File: src/rtl/j1_boot_loader.sv
// Boot loader for the j1 core: receives a framed byte stream, writes 16-bit words
// into instruction RAM and releases the core's reset once the image checksum matches.
module j1_boot_loader #(
  parameter int          ADDRESS_WIDTH = 13,
  parameter logic [15:0] MAGIC         = 16'hA55A
) (
  input  logic                     clock,
  input  logic                     active_low_reset,
  input  logic                     byte_valid,
  input  logic [7:0]               byte_data,
  output logic                     byte_ready,
  input  logic                     restart,
  output logic                     ram_write_enable,
  output logic [ADDRESS_WIDTH-1:0] ram_write_address,
  output logic [15:0]              ram_write_data,
  output logic                     core_active_low_reset,
  output logic                     busy,
  output logic                     done,
  output logic                     error
);

  localparam int          IW        = ADDRESS_WIDTH + 1;
  localparam logic [7:0]  MAGIC_HI  = MAGIC[15:8];
  localparam logic [7:0]  MAGIC_LO  = MAGIC[7:0];
  localparam logic [16:0] MAX_WORDS = 17'(2 ** ADDRESS_WIDTH);

  typedef enum logic [3:0] {
    S_MAGIC0,
    S_MAGIC1,
    S_COUNT_LO,
    S_COUNT_HI,
    S_DATA_LO,
    S_DATA_HI,
    S_CHECK,
    S_DONE,
    S_ERROR
  } state_t;

  state_t                   state_q, state_d;
  logic [7:0]               cnt_lo_q, cnt_lo_d;
  logic [15:0]              n_q, n_d;
  logic [7:0]               lo_q, lo_d;
  logic [7:0]               chk_q, chk_d;
  logic [IW-1:0]            idx_q, idx_d;
  logic                     we_q, we_d;
  logic [ADDRESS_WIDTH-1:0] waddr_q, waddr_d;
  logic [15:0]              wdata_q, wdata_d;
  logic                     crst_q, crst_d;
  logic                     done_q, done_d;
  logic                     err_q, err_d;

  logic        accept;
  logic [15:0] count_w;
  logic        last_word;

  // A restart in the same cycle withdraws ready so the byte is visibly not taken.
  assign byte_ready = !restart && (state_q != S_DONE) && (state_q != S_ERROR);
  assign accept     = byte_valid && byte_ready;
  assign count_w    = {byte_data, cnt_lo_q};
  assign last_word  = (idx_q == IW'(n_q - 16'd1));

  always_comb begin
    state_d  = state_q;
    cnt_lo_d = cnt_lo_q;
    n_d      = n_q;
    lo_d     = lo_q;
    chk_d    = chk_q;
    idx_d    = idx_q;
    we_d     = 1'b0;
    waddr_d  = waddr_q;
    wdata_d  = wdata_q;
    crst_d   = crst_q;
    done_d   = done_q;
    err_d    = err_q;
    if (restart) begin
      state_d = S_MAGIC0;
      crst_d  = 1'b0;
      done_d  = 1'b0;
      err_d   = 1'b0;
    end else if (accept) begin
      unique case (state_q)
        S_MAGIC0: begin
          if (byte_data == MAGIC_HI) state_d = S_MAGIC1;
        end
        S_MAGIC1: begin
          // A repeated first magic byte may itself start the real header.
          if (byte_data == MAGIC_LO)      state_d = S_COUNT_LO;
          else if (byte_data != MAGIC_HI) state_d = S_MAGIC0;
        end
        S_COUNT_LO: begin
          cnt_lo_d = byte_data;
          state_d  = S_COUNT_HI;
        end
        S_COUNT_HI: begin
          n_d   = count_w;
          chk_d = 8'h00;
          idx_d = '0;
          if (count_w == 16'd0 || {1'b0, count_w} > MAX_WORDS) begin
            state_d = S_ERROR;
            err_d   = 1'b1;
          end else begin
            state_d = S_DATA_LO;
          end
        end
        S_DATA_LO: begin
          lo_d    = byte_data;
          chk_d   = chk_q ^ byte_data;
          state_d = S_DATA_HI;
        end
        S_DATA_HI: begin
          chk_d   = chk_q ^ byte_data;
          we_d    = 1'b1;
          waddr_d = idx_q[ADDRESS_WIDTH-1:0];
          wdata_d = {byte_data, lo_q};
          idx_d   = idx_q + IW'(1);
          state_d = last_word ? S_CHECK : S_DATA_LO;
        end
        S_CHECK: begin
          if (byte_data == chk_q) begin
            state_d = S_DONE;
            done_d  = 1'b1;
            crst_d  = 1'b1;
          end else begin
            state_d = S_ERROR;
            err_d   = 1'b1;
          end
        end
        default: ;
      endcase
    end
  end

  always_ff @(posedge clock or negedge active_low_reset) begin
    if (!active_low_reset) begin
      state_q <= S_MAGIC0;
      chk_q   <= 8'h00;
      idx_q   <= '0;
      we_q    <= 1'b0;
      waddr_q <= '0;
      wdata_q <= 16'h0000;
      crst_q  <= 1'b0;
      done_q  <= 1'b0;
      err_q   <= 1'b0;
    end else begin
      state_q <= state_d;
      chk_q   <= chk_d;
      idx_q   <= idx_d;
      we_q    <= we_d;
      waddr_q <= waddr_d;
      wdata_q <= wdata_d;
      crst_q  <= crst_d;
      done_q  <= done_d;
      err_q   <= err_d;
    end
  end

  // Frame scratch registers are always rewritten before use.
  always_ff @(posedge clock) begin
    cnt_lo_q <= cnt_lo_d;
    n_q      <= n_d;
    lo_q     <= lo_d;
  end

  assign ram_write_enable      = we_q;
  assign ram_write_address     = waddr_q;
  assign ram_write_data        = wdata_q;
  assign core_active_low_reset = crst_q;
  assign done                  = done_q;
  assign error                 = err_q;
  assign busy                  = (state_q != S_MAGIC0) && (state_q != S_DONE) &&
                                 (state_q != S_ERROR);

endmodule

File: config.mk
export PLATFORM = sky130hd
export DESIGN_NAME = j1_boot_loader
export DESIGN_NICKNAME = d
export VERILOG_FILES = /design/src/rtl/j1_boot_loader.sv
export SDC_FILE = /design/constraint.sdc
export NUM_CORES = 1
export LEC_CHECK = 0
export BUFFER_PORTS_ARGS = -buffer_cell sky130_fd_sc_hd__buf_2
export CAP_MARGIN = 20
export CORE_MARGIN = 2
export CORE_UTILIZATION = 40
export DETAILED_ROUTE_END_ITERATION = 10
export GPL_TIMING_DRIVEN = 0
export SETUP_SLACK_MARGIN = 0.4
export SYNTH_ARGS = -nofsm -noshare
export SYNTH_HDL_FRONTEND = slang
export SYNTH_SLANG_ARGS = --single-unit
File: constraint.sdc
create_clock -name clock -period 3.4 [get_ports clock]
set_input_delay 0.17 -clock clock [delete_from_list [all_inputs] [get_ports clock]]
set_output_delay 0.17 -clock clock [all_outputs]
set_load 0.02 [all_outputs]
# After elaboration in Yosys (flattened, before gate mapping)
# Cells that the tools add are included.
[word_totals]
regBits = 88
output_inout_bits = 35
word_cells = 83
in_bits = 12
[classes]
muxes = 23
eq_ne = 17
n_lt_le_gt_ge = 1
addsub = 2
n_reduce_logical = 27
bitwise_logic = 2
[op_table]
columns = ["op", "n"]
rows = [
  ["$mux W4", 7],
  ["$pmux W14 S2", 1],
  ["$pmux W4 S7", 1],
  ["$reduce_and A3 Y1", 7],
  ["$gt A16 B14 Y1 const B", 1],
  ["$logic_not A16 Y1", 1],
  ["$pmux W8 S2", 1],
  ["$add A14 B1 Y14 const B", 1],
  ["$eq A14 B14 Y1", 1],
  ["$sub A14 B1 Y14 const B", 1],
  ["$eq A4 B3 Y1 const B", 3],
  ["$mux W1", 11],
  ["$reduce_bool A2 Y1", 5],
  ["$ne A3 B3 Y1 const B", 3],
  ["$eq A4 B2 Y1 const B", 2],
  ["$eq A8 B7 Y1 const B", 1],
  ["$eq A8 B8 Y1", 1],
  ["$eq A8 B8 Y1 const B", 1],
  ["$ne A4 B4 Y1 const B", 2],
  ["$ne A8 B8 Y1 const B", 1],
  ["$reduce_and A4 Y1", 2],
  ["$reduce_bool A8 Y1", 1],
  ["$xor A8 B8 Y8", 1],
  ["$logic_and A1 B1 Y1", 5],
  ["other kinds (11)", 11],
]

# Logic depth before layout (Yosys ltp)
# Gate-level depths: netlist (run 1).
[depth]
ltp_word = 6
ltp_mapped = 9
ltp_nobuf = 8

# Worst setup path before layout (run 1)
# No wires, ideal clock.
[synth_timing]
kind = "reg2reg"
start = "register state_q[0]"
end = "register lo_q[0] (enable)"
stages_incl_launch_ff = 7
path_slack_ps = 1072
required_ps = 3030
period_less_slack_ps = 2328
arrival_ps = 1958
setup_ps = 370
path_buffers = 2
path_cell_list = "dfrtp_1 buf_4 and2_4 a221oi_4 nand3_2 buf_2 nor2_1"
[synth_via]
elab_chain_len = 5
elab_cells_between_ends = 7
classes_between = "eq/ne (3); reduce/logical (4)"
[synth_lines]
columns = ["item", "line_no", "rtl"]
rows = [
  ["start, declared", "39", "state_t state_q, state_d;"],
  ["start signal, assigned", "145", "state_q <= state_d;"],
  ["$ne A4 B3 Y1", "57", "assign byte_ready = !restart && (state_q != S_DONE) && (state_q != S_ERROR);"],
  ["$logic_and A1 B1 Y1", "57", ""],
  ["$logic_and A1 B1 Y1 *", "57", ""],
  ["via byte_ready", "11", "output logic byte_ready,"],
  ["$logic_and A1 B1 Y1 *", "58", "assign accept = byte_valid && byte_ready;"],
  ["$reduce_and A3 Y1 (no line) *", "--", ""],
  ["end signal, assigned", "161", "lo_q <= lo_d;"],
  ["end, declared", "42", "logic [7:0] lo_q, lo_d;"],
]
# Mark *: on every way through the listed nets, which the timed path passes. The rest lies on a longest branch.
# A chain may end at the register's enable or synchronous reset.

# Final worst setup path (run 1)
[layout_timing]
start = "register state_q[1]"
end = "register lo_q[6] (enable)"
[layout_via]
elab_chain_len = 5
elab_cells_between_ends = 7
classes_between = "eq/ne (3); reduce/logical (4)"
[layout_lines]
columns = ["item", "line_no"]
rows = [
  ["$ne A4 B3 Y1", "57"],
  ["$logic_and A1 B1 Y1 (2 in a row)", "57"],
  ["$logic_and A1 B1 Y1", "58"],
  ["$reduce_and A3 Y1 (no line) *", "--"],
]
# Every way passes the cells marked *; elsewhere a longest branch is shown, timed or not.

==> flow_results.org, run 1 <==
** GRT
- Gr usage total :: roughly 17%
- Initial antenna violation count :: 0
- Via count of the first global-routing pass :: 3138
- Entering global routing, the biggest net connects 33 pins.
- The first global-routing pass estimated around 16000 µm of wire.
- After global routing the overflow that remains totals 0.

** Routing
- Routed Antenna Nets :: 0
- Length of routed met3 wiring :: 308 µm
- In this run the top signal layer used is met4.
- Number of vias per cell after detailed routing :: 5.16
- After the first detailed-routing iteration, the DRC count stood at 124.
- Number of iterations in the first detailed-routing pass :: 4
- Wire length the detailed router placed on met1 :: 4450 µm
- After detailed routing, the number of remaining DRC violations is 0.
- Overall via count from detail_route :: 3238
- After detailed routing, the average wire length per cell comes to 14.9 µm.
- Wires add up to slightly above 9000 µm.
- Routed length on met2 :: 4450 µm

** Job
- The tool flagged a number of max-cap violations equal to 0.

** Power
- Power Density :: just under 400 nW/µm²
- Fraction of power spent switching nets :: roughly a quarter
- Leakage power of the design :: around 2.3 nW
- Power share of the sequential group :: 58.0%
- Combinational logic burns 4.2% of the power.
- Cell-internal power :: 1.42 mW
- Switching Power :: between 400 and 500 µW
- Post-layout total power :: 1.91 mW
- IR analysis of the VDD net gives a maximum drop of roughly 0.18 mV.
- Per report_power, the clock group accounts for a little under two fifths of the total.

** Worst hold path
- Worst hold path startpoint :: byte_data[5]
- Counting instances, the worst hold path has a depth of 1.
- Worst Hold Endpoint :: n_q[13]
- The min-delay analysis places its worst path in the category input pin to flop.

** Critical path
- STA classifies the critical path startpoint as a flop.
- Reg2reg start :: state_q[1]
- Crit path max fanout :: 10
- Arrival time of the worst setup path :: around 2500 ps
- The worst setup path is captured at a flop.
- Reg2Reg Depth :: 6
- The setup check on the worst reg-to-reg path leaves a slack of ~910 ps.
- The worst register-to-register path ends at lo_q[6].
- Critical setup path kind :: flop to flop
- Data on the critical path is required at its endpoint by 3400 ps.

** Floorplanning
- The die is 108 µm wide.
- Die Outline Area :: 11600 µm²
- Height of the die :: roughly 110 µm
- Number of standard-cell rows in the floorplan :: 37
- Initial Util :: 41.5%
- Placeable core region :: 10400 µm²
- During I/O placement, the number of pins put on the boundary was 47.

** STA
- Total setup violations reported at the end of the flow :: 0
- Worst-case setup margin in the final layout :: a little over 900 ps
- Final setup skew :: 12.6 ps
- The number of pins with negative max-slew slack in the final report was 0.
- For this run, the top clock speed supported by timing is 401 MHz.
- The number of hold violations in the final report is 0.
- The worst pin sits at a relative slew slack of 54.1%.
- Total negative setup slack :: 0 ps
- Part of the cycle the worst path needs :: ~73%
- For the pin with the worst max-slew slack, the measured transition is about 690 ps.
- Final Critical Period :: 2490 ps
- Setup repair after global routing missed its margin :: false

** Logic synthesis
- Among all cell types in the netlist, the one instantiated most often is sky130_fd_sc_hd__nand2_1.
- Synthesis inferred 88 register bits.
- Sequential fraction of the synthesis area :: between 50% and 60%
- Library cells used by synthesis :: 57
- Ranked by total cell area, the synthesized netlist is headed by sky130_fd_sc_hd__dfrtp_1, sky130_fd_sc_hd__edfxtp_1, sky130_fd_sc_hd__nand2_1, sky130_fd_sc_hd__xor2_1, sky130_fd_sc_hd__nor2_1.
- Ys flop type :: sky130_fd_sc_hd__dfrtp_1
- Gate Count Post-Synth :: ~430
- A synthesized cell averages between 10 and 15 µm².
- The synthesized netlist occupies a cell area of around 4300 µm².
- Biggest area consumer among synthesized cells :: sky130_fd_sc_hd__dfrtp_1
- Async S/R FF share, synth :: 65.9%
- Synthesized Nets :: 439
- Yosys mapped a number of flops with a built-in enable equal to 30.
- Top cell types by occurrence after synthesis :: sky130_fd_sc_hd__nand2_1, sky130_fd_sc_hd__dfrtp_1, sky130_fd_sc_hd__nor2_1
- Area share of the largest cell type after synthesis :: between 30% and 40%
- For this run, the number of Yosys warnings is 0.

** Layout
- Synthesis-to-finish area growth :: 15.0%
- 0 antenna diodes ended up in the layout.
- Post-route standard cell area excluding fillers :: 4970 µm²
- Number of fillers in the final layout :: 1035
- Net total in the final layout :: 500
- Leaving out filler cells and counting taps, the final layout contains around 630.
- In the final layout, the share of cells above drive strength 1 is 19.3%.
- In the final layout, flip-flops and latches occupy 2350 µm².
- In the final layout, the multi-input gates occupy 1840 µm².

** CTS
- Max Buffers Root-to-Sink :: 2
- Clock-pin slew reported for the worst setup and hold paths after clock tree synthesis :: approximately 110 ps
- Root Buffer Master :: sky130_fd_sc_hd__clkbuf_8
- Clk_lat worst skew :: 370 ps
- Clock tree synthesis found a total of 88 sinks.
- Number of buffers created by CTS :: 9
- CTS built an H-tree with a depth of 3.
- Post-CTS sizing :: 0
- Clock tree from TritonCTS :: built

** Place
- Hpwl dp :: 6640 µm
- OpenSTA, run right after detailed placement, puts the worst setup slack at 836 ps.
- Number of buffer cells added on primary ports :: 46
- Cell count after placement :: 609
- Final GP Congestion :: 0.874
- In this run the cell area measured after placement is 4740 µm².

** Status
- Run status :: completed
## kinds of logic (layout without fill, tap and decap cells)
kind of cell	count (synthesis)	after routing	synth area share, %
AOI/OAI and AO/OA	55	55	8.81
xor gates and xnor gates	38	38	7.71
muxes	2	2	0.464
adders and majority gates	2	2	0.579
buffers and inverters	28	94	3.01
DFF	88	88	54.5
and+or+nand+nor	212	212	25.0
## metrics by stage
| stage | hold WS (ps) | util, % |
|---|---|---|
| 4_1_cts | 17.1 | 47.5 |
| 3_5_place_dp | 251 | 45.5 |
| 6_report | 23.4 | 47.7 |
| 3_3_place_gp | 415 | 45.3 |
| 2_1_floorplan | -126 | - |
| 5_1_grt | 36.7 | 47.7 |
## layer usage
layer / GRT usage (%) / up-vias
met5: 0 / -
li1: - / 1577
met2: 28.9 / 66
met3: 2.42 / 12
met1: 23.6 / 1583
met4: 5.59 / 0
## critical path, stage by stage, from the launching register on
cell and delay [ps]:
sky130_fd_sc_hd__dfrtp_1 440, sky130_fd_sc_hd__buf_2 250, sky130_fd_sc_hd__nor3_2 100, sky130_fd_sc_hd__a221oi_4 340, sky130_fd_sc_hd__nand3_2 220, sky130_fd_sc_hd__buf_2 230, sky130_fd_sc_hd__nor2_1 540
## state kept, by name, summed over array words and instances, names as in the netlist, 4 cells and up
register / cells
idx_q: 14
ram_write_data: 16
cnt_lo_q: 8
state_q: 4
ram_write_address: 13
chk_q: 8
n_q: 14
lo_q: 8
## cells in the final DEF, fill, tap and decap left out, types with 5 or more instances in the layout
cell type	instances
sky130_fd_sc_hd__and3_1	5
sky130_fd_sc_hd__inv_1	8
sky130_fd_sc_hd__nor3_1	5
sky130_fd_sc_hd__nand2_1	104
sky130_fd_sc_hd__dfrtp_1	58
sky130_fd_sc_hd__nor4_1	8
sky130_fd_sc_hd__nand3_1	5
sky130_fd_sc_hd__o21ai_0	23
sky130_fd_sc_hd__edfxtp_1	30
sky130_fd_sc_hd__clkbuf_8	9
sky130_fd_sc_hd__buf_2	55
sky130_fd_sc_hd__nand2b_1	14
sky130_fd_sc_hd__a21oi_1	9
sky130_fd_sc_hd__xnor2_1	12
sky130_fd_sc_hd__xor2_1	26
sky130_fd_sc_hd__clkbuf_1	9
sky130_fd_sc_hd__nor2_1	37
## layout make-up
type / count / share of cell area, %
buffer: 20 / 2.02
clock buffer: 9 / 2.49
clock inverter: 7 / 1.46
inverter: 8 / 0.605
multi-input combinational: 309 / 37.0
sequential: 88 / 47.4
tap: 136 / 3.43
timing repair buffer: 50 / 5.64
## what timing repair did
action / CTS / global route
hold buffers: 1 / 0
endpoints found under the hold margin: 26 / 0
buffers inserted: 0 / 0
## power groups by stage
stage	sequential (mW)	clock [mW]	combinational, mW
floorplan	1.13	0	0.0288
global placement	1.13	0	0.0770
detailed placement	1.13	0	0.0815
CTS	1.11	0.746	0.0826
global route	1.11	0.776	0.0914
finish	1.11	0.723	0.0812
## worst max-delay path by stage
stage	start	depth (start not counted)	to	slack, ps
after CTS	state_q[3]	4	n_q[7]	790
after global placement	state_q[3]	4	n_q[9]	890
after floorplan	state_q[0]	6	lo_q[0]	1070
after detailed placement	state_q[3]	4	n_q[13]	840
after global routing	state_q[0]	6	lo_q[6]	710
final	state_q[1]	6	lo_q[6]	910
Power figures use the tool's default switching activity.
==> inputs of run 2 (changes only) <==
==> constraint.sdc (replaced) <==
create_clock -name clock -period 2.3 [get_ports clock]
set_input_delay 0.115 -clock clock [delete_from_list [all_inputs] [get_ports clock]]
set_output_delay 0.115 -clock clock [all_outputs]
set_load 0.02 [all_outputs]
==> run 2 against run 1 <==
  * Clock skew decreased by 4.8 ps
  * Cell area increased by 7.8%
  * Power increased by 48%
  * Combinational power increased by 56%
  * Flip-flop and latch count unchanged
  * Maximum frequency increased by 21%
  * Sequential share of layout area decreased by 3.4 points
  * Routed wire length increased by 4.0%
  * Highest routed layer unchanged
  * Utilization increased by 3.7 points
  * Sequential power increased by 48%
==> flow_results.org, run 2 (synthesis results as in run 1) <==
** Status
- Run status :: completed (unchanged)

** Worst hold path
- Class of the tightest hold or removal check :: input pin to flop (unchanged)
- The count of cells along the worst hold path came to 2 (was 1).
- Worst hold path startpoint :: restart (was byte_data[5])
- The endpoint with the worst hold slack is state_q[3] (was n_q[13]).

** Layout
- The area growth from synthesis to layout came to 23.9% (was 15.0%).
- The most common cell after layout, fill and taps aside is sky130_fd_sc_hd__nand2_1 (unchanged).
- The post-layout instance area was 5350 µm² (was 4970 µm²).
- The flip-flop count of the largest register, all copies and words added came to 16 (unchanged).
- Post-Layout Cell Count :: 655 (was 627)
- Net total in the final layout :: 528 (was 500)
- Commonest cells after routing, fill and taps aside: sky130_fd_sc_hd__nand2_1, sky130_fd_sc_hd__dfrtp_1, sky130_fd_sc_hd__buf_2 (unchanged).
- Number of inserted diodes :: 0 (unchanged)
- The share of the core filled with cells in the final layout is 51.4% (was 47.7%).
- The proportion of layout cells with a drive suffix above 1 came to 28.3% (was 19.3%).

** Floorplanning
- The total number of placement rows came to 37 (unchanged).
- The I/O pin count is 47 (unchanged).
- Die Outline Area :: 11600 µm² (unchanged)
- The die boundary height came to 108 µm (unchanged).
- The area of the placeable core was 10400 µm² (unchanged).
- Die X :: 108 µm (unchanged)
- Initial Util :: 41.5% (unchanged)

** CTS
- Max Buffers Root-to-Sink :: 2 (unchanged)
- Clk_lat worst skew :: 370 ps (about the same)
- The number of buffers created by CTS came to 9 (unchanged).
- Root Buffer Master :: sky130_fd_sc_hd__clkbuf_8 (unchanged)
- The clock sink count came to 88 (unchanged).
- The H-tree level count was 3 (unchanged).
- The clock transition time at the flip-flop clock pins of the worst setup and hold paths came to 100 ps (was 110 ps).
- Clock tree from TritonCTS :: built (unchanged)

** Critical path
- Arrival time of the worst setup path :: 2290 ps (was 2490 ps)
- Setup slack of the worst register-to-register path :: 240 ps (was 910 ps)
- Element type at the critical path end :: flop (unchanged)
- Crit path max fanout :: 3 (was 10)
- Reg2reg start :: n_q[1] (was state_q[1])
- Critical setup path kind :: flop to flop (unchanged)
- The endpoint required time on the critical path was 2530 ps (was 3400 ps).
- The cell depth of the worst flop-to-flop path was 6 (unchanged).
- Endpoint of the worst-slack reg-to-reg timing path :: state_q[1] (was lo_q[6])
- The critical path startpoint category is a flop (unchanged).

** GRT
- The total congestion overflow came to 0 (unchanged).
- The maximum number of pins on one net before global-route repair came to 31 (was 33).
- The initial antenna violation count was 0 (unchanged).
- Via count of the first global-routing pass :: 3238 (was 3138)
- The global routing usage summed across all routing layers is 17.9% (was 17.4%).
- Wire length of the first global-routing pass :: 16000 µm (was 15800 µm)

** Routing
- The number of nets still failing antenna checks after routing came to 0 (unchanged).
- Wire length reported by the detailed router :: 9700 µm (was 9330 µm)
- Overall via count from detail_route :: 3293 (was 3238)
- The number of violations reported at the end of detailed-routing iteration 0 came to 166 (was 124).
- The average vias per placed instance is 5.03 (was 5.16).
- The detailed-router iteration count before antenna repair was 4 (unchanged).
- Wire length per cell after detailed routing :: 14.8 µm (was 14.9 µm)
- Number of design rule violations left after detail routing :: 0 (unchanged)

** STA
- The share of the cycle needed by the critical path after routing is 89.4% (was 73.3%).
- Maximum clock rate :: 486 MHz (was 401 MHz)
- The final total negative setup slack came to 0 ps (unchanged).
- Worst max-slew margin expressed relative to the limit :: 53.4% (was 54.1%)
- Setup repair after global routing missed its margin: true (was false).
- Hold Vio Cnt, Final :: 0 (unchanged)
- The worst clock skew came to 7.79 ps (was 12.6 ps).
- The count of endpoints failing setup in the final report came to 0 (unchanged).
- Pins Over Slew Limit :: 0 (unchanged)
- The shortest clock period the worst path allows after layout was 2060 ps (was 2490 ps).
- The worst hold slack after final layout is 25.3 ps (was 23.4 ps).
- Worst-case setup margin in the final layout :: 243 ps (was 909 ps)
- Measured slew at the worst slew-check pin :: 699 ps (was 686 ps)

** Power
- Power Density :: 527 nW/µm² (was 385 nW/µm²)
- Share of power burned in combinational logic :: 4.5% (was 4.2%)
- Switching Power :: 727 µW (was 497 µW)
- Post-layout total power :: 2.82 mW (was 1.91 mW)
- The switching part of the total power was 25.8% (was 26.0%).
- The proportion of power drawn by flip-flops and latches came to 58.1% (was 58.0%).
- Leakage power of the design :: 2.42 nW (was 2.25 nW)
- The cell-internal power was 2.09 mW (was 1.42 mW).
- Worst ir drop on vdd :: 0.281 mV (was 0.177 mV)
- Clock share of power :: 37.4% (was 37.8%)

** Place
- The routability congestion estimate is 0.818 (was 0.874).
- The total half-perimeter wirelength after legalization and detailed placement is 6630 µm (was 6640 µm).
- The area of placed instances came to 4780 µm² (was 4740 µm²).
- Pre-CTS worst setup slack :: 40.9 ps (was 836 ps)
- Number of buffer cells added on primary ports :: 46 (unchanged)
- Cell count after placement :: 609 (unchanged)

** Job
- Max-cap violations :: 0 (unchanged)
==> run 2: area by class of cell <==
| cell class | instances | area [µm²] |
|---|---|---|
| buffer | 20 | 151 |
| clock buffer | 9 | 124 |
| clock inverter | 7 | 71.3 |
| fill | 982 | 5060 |
| inverter | 8 | 30.0 |
| multi-input combinational | 309 | 1960 |
| sequential | 88 | 2350 |
| tap | 136 | 170 |
| timing repair buffer | 78 | 495 |
==> run 2: worst max path at each step <==
| stage | startpoint | endpoint | depth (start not counted) |
|---|---|---|---|
| global route | n_q[0] | state_q[1] | 10 |
| CTS | n_q[2] | state_q[1] | 7 |
| finish | n_q[1] | state_q[1] | 6 |
| global placement | state_q[0] | cnt_lo_q[5] | 3 |
| detailed placement | n_q[0] | state_q[1] | 8 |
| floorplan | state_q[0] | lo_q[0] | 6 |
==> run 2: worst max-delay path, cell delays in order (launching register included) <==
cell and delay, ps:
sky130_fd_sc_hd__edfxtp_1 420, sky130_fd_sc_hd__buf_4 170, sky130_fd_sc_hd__or4_4 530, sky130_fd_sc_hd__a21oi_2 200, sky130_fd_sc_hd__nor4_1 80, sky130_fd_sc_hd__nor4_2 400, sky130_fd_sc_hd__o31ai_2 110
==> run 2: layer usage <==
metal  part of all wire (%)  wire length, µm  global-route usage (%)  vias up
met4                    1.5              145                    5.95        0
met1                     45             4400                    23.1     1597
li1                       -                -                       -     1635
met5                      0                0                       0        -
met2                     50             4840                    29.5       49
met3                    3.3              318                    4.30       12
==> run 2: what timing repair did <==
action	4_1_cts	5_1_grt
pin swaps	13	8
hold buffers	3	0
gates resized for setup	18	24
setup buffers	24	3
setup endpoints to repair	52	67
endpoints found under the hold margin	33	0
==> run 2: power groups by stage <==
stage / Clock [mW] / Sequential [mW] / Combinational, mW
final: 1.06 / 1.64 / 0.127
after global routing: 1.15 / 1.64 / 0.142
after CTS: 1.09 / 1.64 / 0.127
after detailed placement: 0 / 1.67 / 0.120
after global placement: 0 / 1.67 / 0.114
after floorplan: 0 / 1.68 / 0.0426
==> inputs of run 3 (changes only) <==
==> constraint.sdc (replaced) <==
create_clock -name clock -period 2.3 [get_ports clock]
set_input_delay 0 -clock clock [delete_from_list [all_inputs] [get_ports clock]]
set_output_delay 0 -clock clock [all_outputs]
set_load 0.02 [all_outputs]
==> run 3 against run 2 <==
  * Via count increased by 1.6%
  * Worst setup slack about the same
  * First-iteration DRC count decreased by 11%
  * Critical endpoint unchanged
  * Highest routed layer unchanged
==> flow_results.org, run 3 (synthesis results as in run 1) <==
** Job
- Max-cap violations :: 0 (unchanged)

** GRT
- Overall overflow remaining after global route :: 0 (unchanged)
- Gr usage total :: 18.0% (was 17.9%)
- Wire length of the first global-routing pass :: 16200 µm (was 16000 µm)
- Via count of the first global-routing pass :: 3269 (was 3238)
- The initial antenna violation count was 0 (unchanged).
- The maximum number of pins on one net before global-route repair was 31 (unchanged).

** Layout
- Post-route standard cell area excluding fillers :: 5420 µm² (was 5350 µm²)
- The share of the core filled with cells in the final layout came to 52.0% (was 51.4%).
- Leading cell type in the layout, fill and taps excluded :: sky130_fd_sc_hd__nand2_1 (unchanged)
- The number of standard cells in the final layout excluding fillers was 662 (was 655).
- Commonest cells after routing, fill and taps aside: sky130_fd_sc_hd__nand2_1, sky130_fd_sc_hd__dfrtp_1, sky130_fd_sc_hd__buf_2 (unchanged).
- The diode insertion count for antenna repair came to 0 (unchanged).
- Max FFs per register :: 16 (unchanged)
- Number of fillers in the final layout :: 977 (was 982)
- Fraction of final layout cells sized beyond drive strength 1 :: 27.9% (was 28.3%)
- Net total in the final layout :: 535 (was 528)
- The area growth from synthesis to layout came to 25.5% (was 23.9%).

** Floorplanning
- Placeable core region :: 10400 µm² (unchanged)
- Number of standard-cell rows in the floorplan :: 37 (unchanged)
- The floorplan die area is 11600 µm² (unchanged).
- Initial Util :: 41.5% (unchanged)
- Height of the die :: 108 µm (unchanged)
- The I/O pin count came to 47 (unchanged).
- The horizontal extent of the die is 108 µm (unchanged).

** CTS
- The clock root buffer is sky130_fd_sc_hd__clkbuf_8 (unchanged).
- H-tree levels :: 3 (unchanged)
- The clock sink count is 88 (unchanged).
- Number of buffers created by CTS :: 9 (unchanged)
- Clk_lat worst skew :: 380 ps (was 370 ps)
- Clock-pin slew reported for the worst setup and hold paths after clock tree synthesis :: 100 ps (about the same)
- The maximum count of clock buffers along a single path is 2 (unchanged).
- The clock tree from TritonCTS was built (unchanged).

** STA
- Measured slew at the worst slew-check pin :: 691 ps (was 699 ps)
- The worst clock skew came to 8.38 ps (was 7.79 ps).
- The count of endpoints failing setup in the final report was 0 (unchanged).
- The number of pins with negative max-slew slack in the final report was 0 (unchanged).
- Setup repair after global routing missed its margin :: true (unchanged)
- Part of the cycle the worst path needs :: 89.4% (about the same)
- The shortest clock period the worst path allows after layout is 2060 ps (about the same).
- The relative slew slack came to 53.9% (was 53.4%).
- The worst hold slack after final layout was 13.3 ps (was 25.3 ps).
- Total negative setup slack :: 0 ps (unchanged)
- The number of hold violations in the final report came to 0 (unchanged).
- The maximum operating frequency was 486 MHz (about the same).
- The final worst setup slack came to 243 ps (about the same).

** Critical path
- The critical path startpoint category is a flop (unchanged).
- The largest fanout of any net on the critical path is 3 (unchanged).
- The endpoint required time on the critical path is 2540 ps (was 2530 ps).
- Critical setup path kind :: flop to flop (unchanged)
- The kind of capture point of the worst setup path was a flop (unchanged).
- The arrival time at the worst endpoint came to 2290 ps (about the same).

** Power
- The worst-case vdd ir drop is 0.289 mV (was 0.281 mV).
- The power density of the placed cells is 523 nW/µm² (was 527 nW/µm²).
- The fraction of power consumed by combinational cells came to 4.8% (was 4.5%).
- Leakage power of the design :: 2.45 nW (was 2.42 nW)
- The share of total power in the clock network was 37.4% (about the same).
- The switching part of the total power is 25.8% (about the same).
- The proportion of power drawn by flip-flops and latches came to 57.8% (was 58.1%).
- The net switching power was 731 µW (was 727 µW).
- The cell-internal power was 2.10 mW (was 2.09 mW).
- Post-layout total power :: 2.83 mW (was 2.82 mW)

** Routing
- Wire length reported by the detailed router :: 9800 µm (was 9700 µm)
- The number of remaining DRC errors is 0 (unchanged).
- Violation count after the first detailed-route iteration :: 148 (was 166)
- Number of vias per cell after detailed routing :: 5.05 (was 5.03)
- The number of nets still failing antenna checks after routing was 0 (unchanged).
- Overall via count from detail_route :: 3346 (was 3293)
- Wire length per cell after detailed routing :: 14.8 µm (about the same)
- The detailed-router iteration count before antenna repair was 4 (unchanged).

** Place
- The routability congestion estimate is 0.818 (unchanged).
- The number of buffer cells added on primary ports is 46 (unchanged).
- Cell count after placement :: 609 (unchanged)
- The total half-perimeter wirelength after legalization and detailed placement is 6630 µm (unchanged).
- Pre-CTS worst setup slack :: 40.9 ps (unchanged)
- Total placed instance area :: 4780 µm² (unchanged)

** Status
- Run status: completed (unchanged).

** Worst hold path
- The worst min-delay path class is input pin to flop (unchanged).
[run 3: layout make-up]
class	instances	area (µm²)	area share, %
Clock buffer	9	124	2.29
Sequential cell	88	2350	43.4
Buffer	20	151	2.79
Timing Repair Buffer	85	563	10.4
Tap cell	136	170	3.14
Inverter	8	30.0	0.554
Multi-Input combinational cell	309	1960	36.1
Clock inverter	7	71.3	1.32
[run 3: what timing repair did]
item / in CTS / in global routing
pin swaps: 13 / 8
setup buffers: 24 / 3
resized for setup: 18 / 23
hold buffers: 10 / 0
endpoints found under the setup margin: 52 / 66
hold endpoints to repair: 66 / 0
[run 3: power by group through the flow]
stage	Clock, mW	Combinational, mW	Sequential (mW)
finish	1.06	0.136	1.64
global route	1.15	0.152	1.64
CTS	1.09	0.136	1.64
detailed placement	0	0.120	1.67
global placement	0	0.114	1.67
floorplan	0	0.0426	1.68
[run 3: path summary, 6_finish.rpt]
check	slack (ps)	cells after the start	startpoint	end
max	240	6	n_q[1]	state_q[1]
min	10	5	byte_valid	done
max reg2reg	240	6	n_q[1]	state_q[1]
min reg2reg	450	2	lo_q[0]	ram_write_data[0]
max in group asynchronous	1490	3	active_low_reset	state_q[0]
min in group asynchronous	200	2	active_low_reset	ram_write_address[4]
[run 3: worst max-delay path: stages, from the launching register on]
cell and delay [ps]:
sky130_fd_sc_hd__edfxtp_1 420, sky130_fd_sc_hd__buf_4 170, sky130_fd_sc_hd__or4_4 530, sky130_fd_sc_hd__a21oi_2 200
sky130_fd_sc_hd__nor4_1 80, sky130_fd_sc_hd__nor4_2 400, sky130_fd_sc_hd__o31ai_2 110
[run 3: metal layers]
layer / GRT usage, % / part of all wire, % / vias up / wire, µm
met2: 30.1 / 50 / 61 / 4940
li1: - / - / 1647 / -
met1: 23.1 / 44 / 1626 / 4340
met5: 0 / 0 / - / 0
met3: 4.30 / 3.7 / 12 / 365
met4: 5.95 / 1.5 / 0 / 146
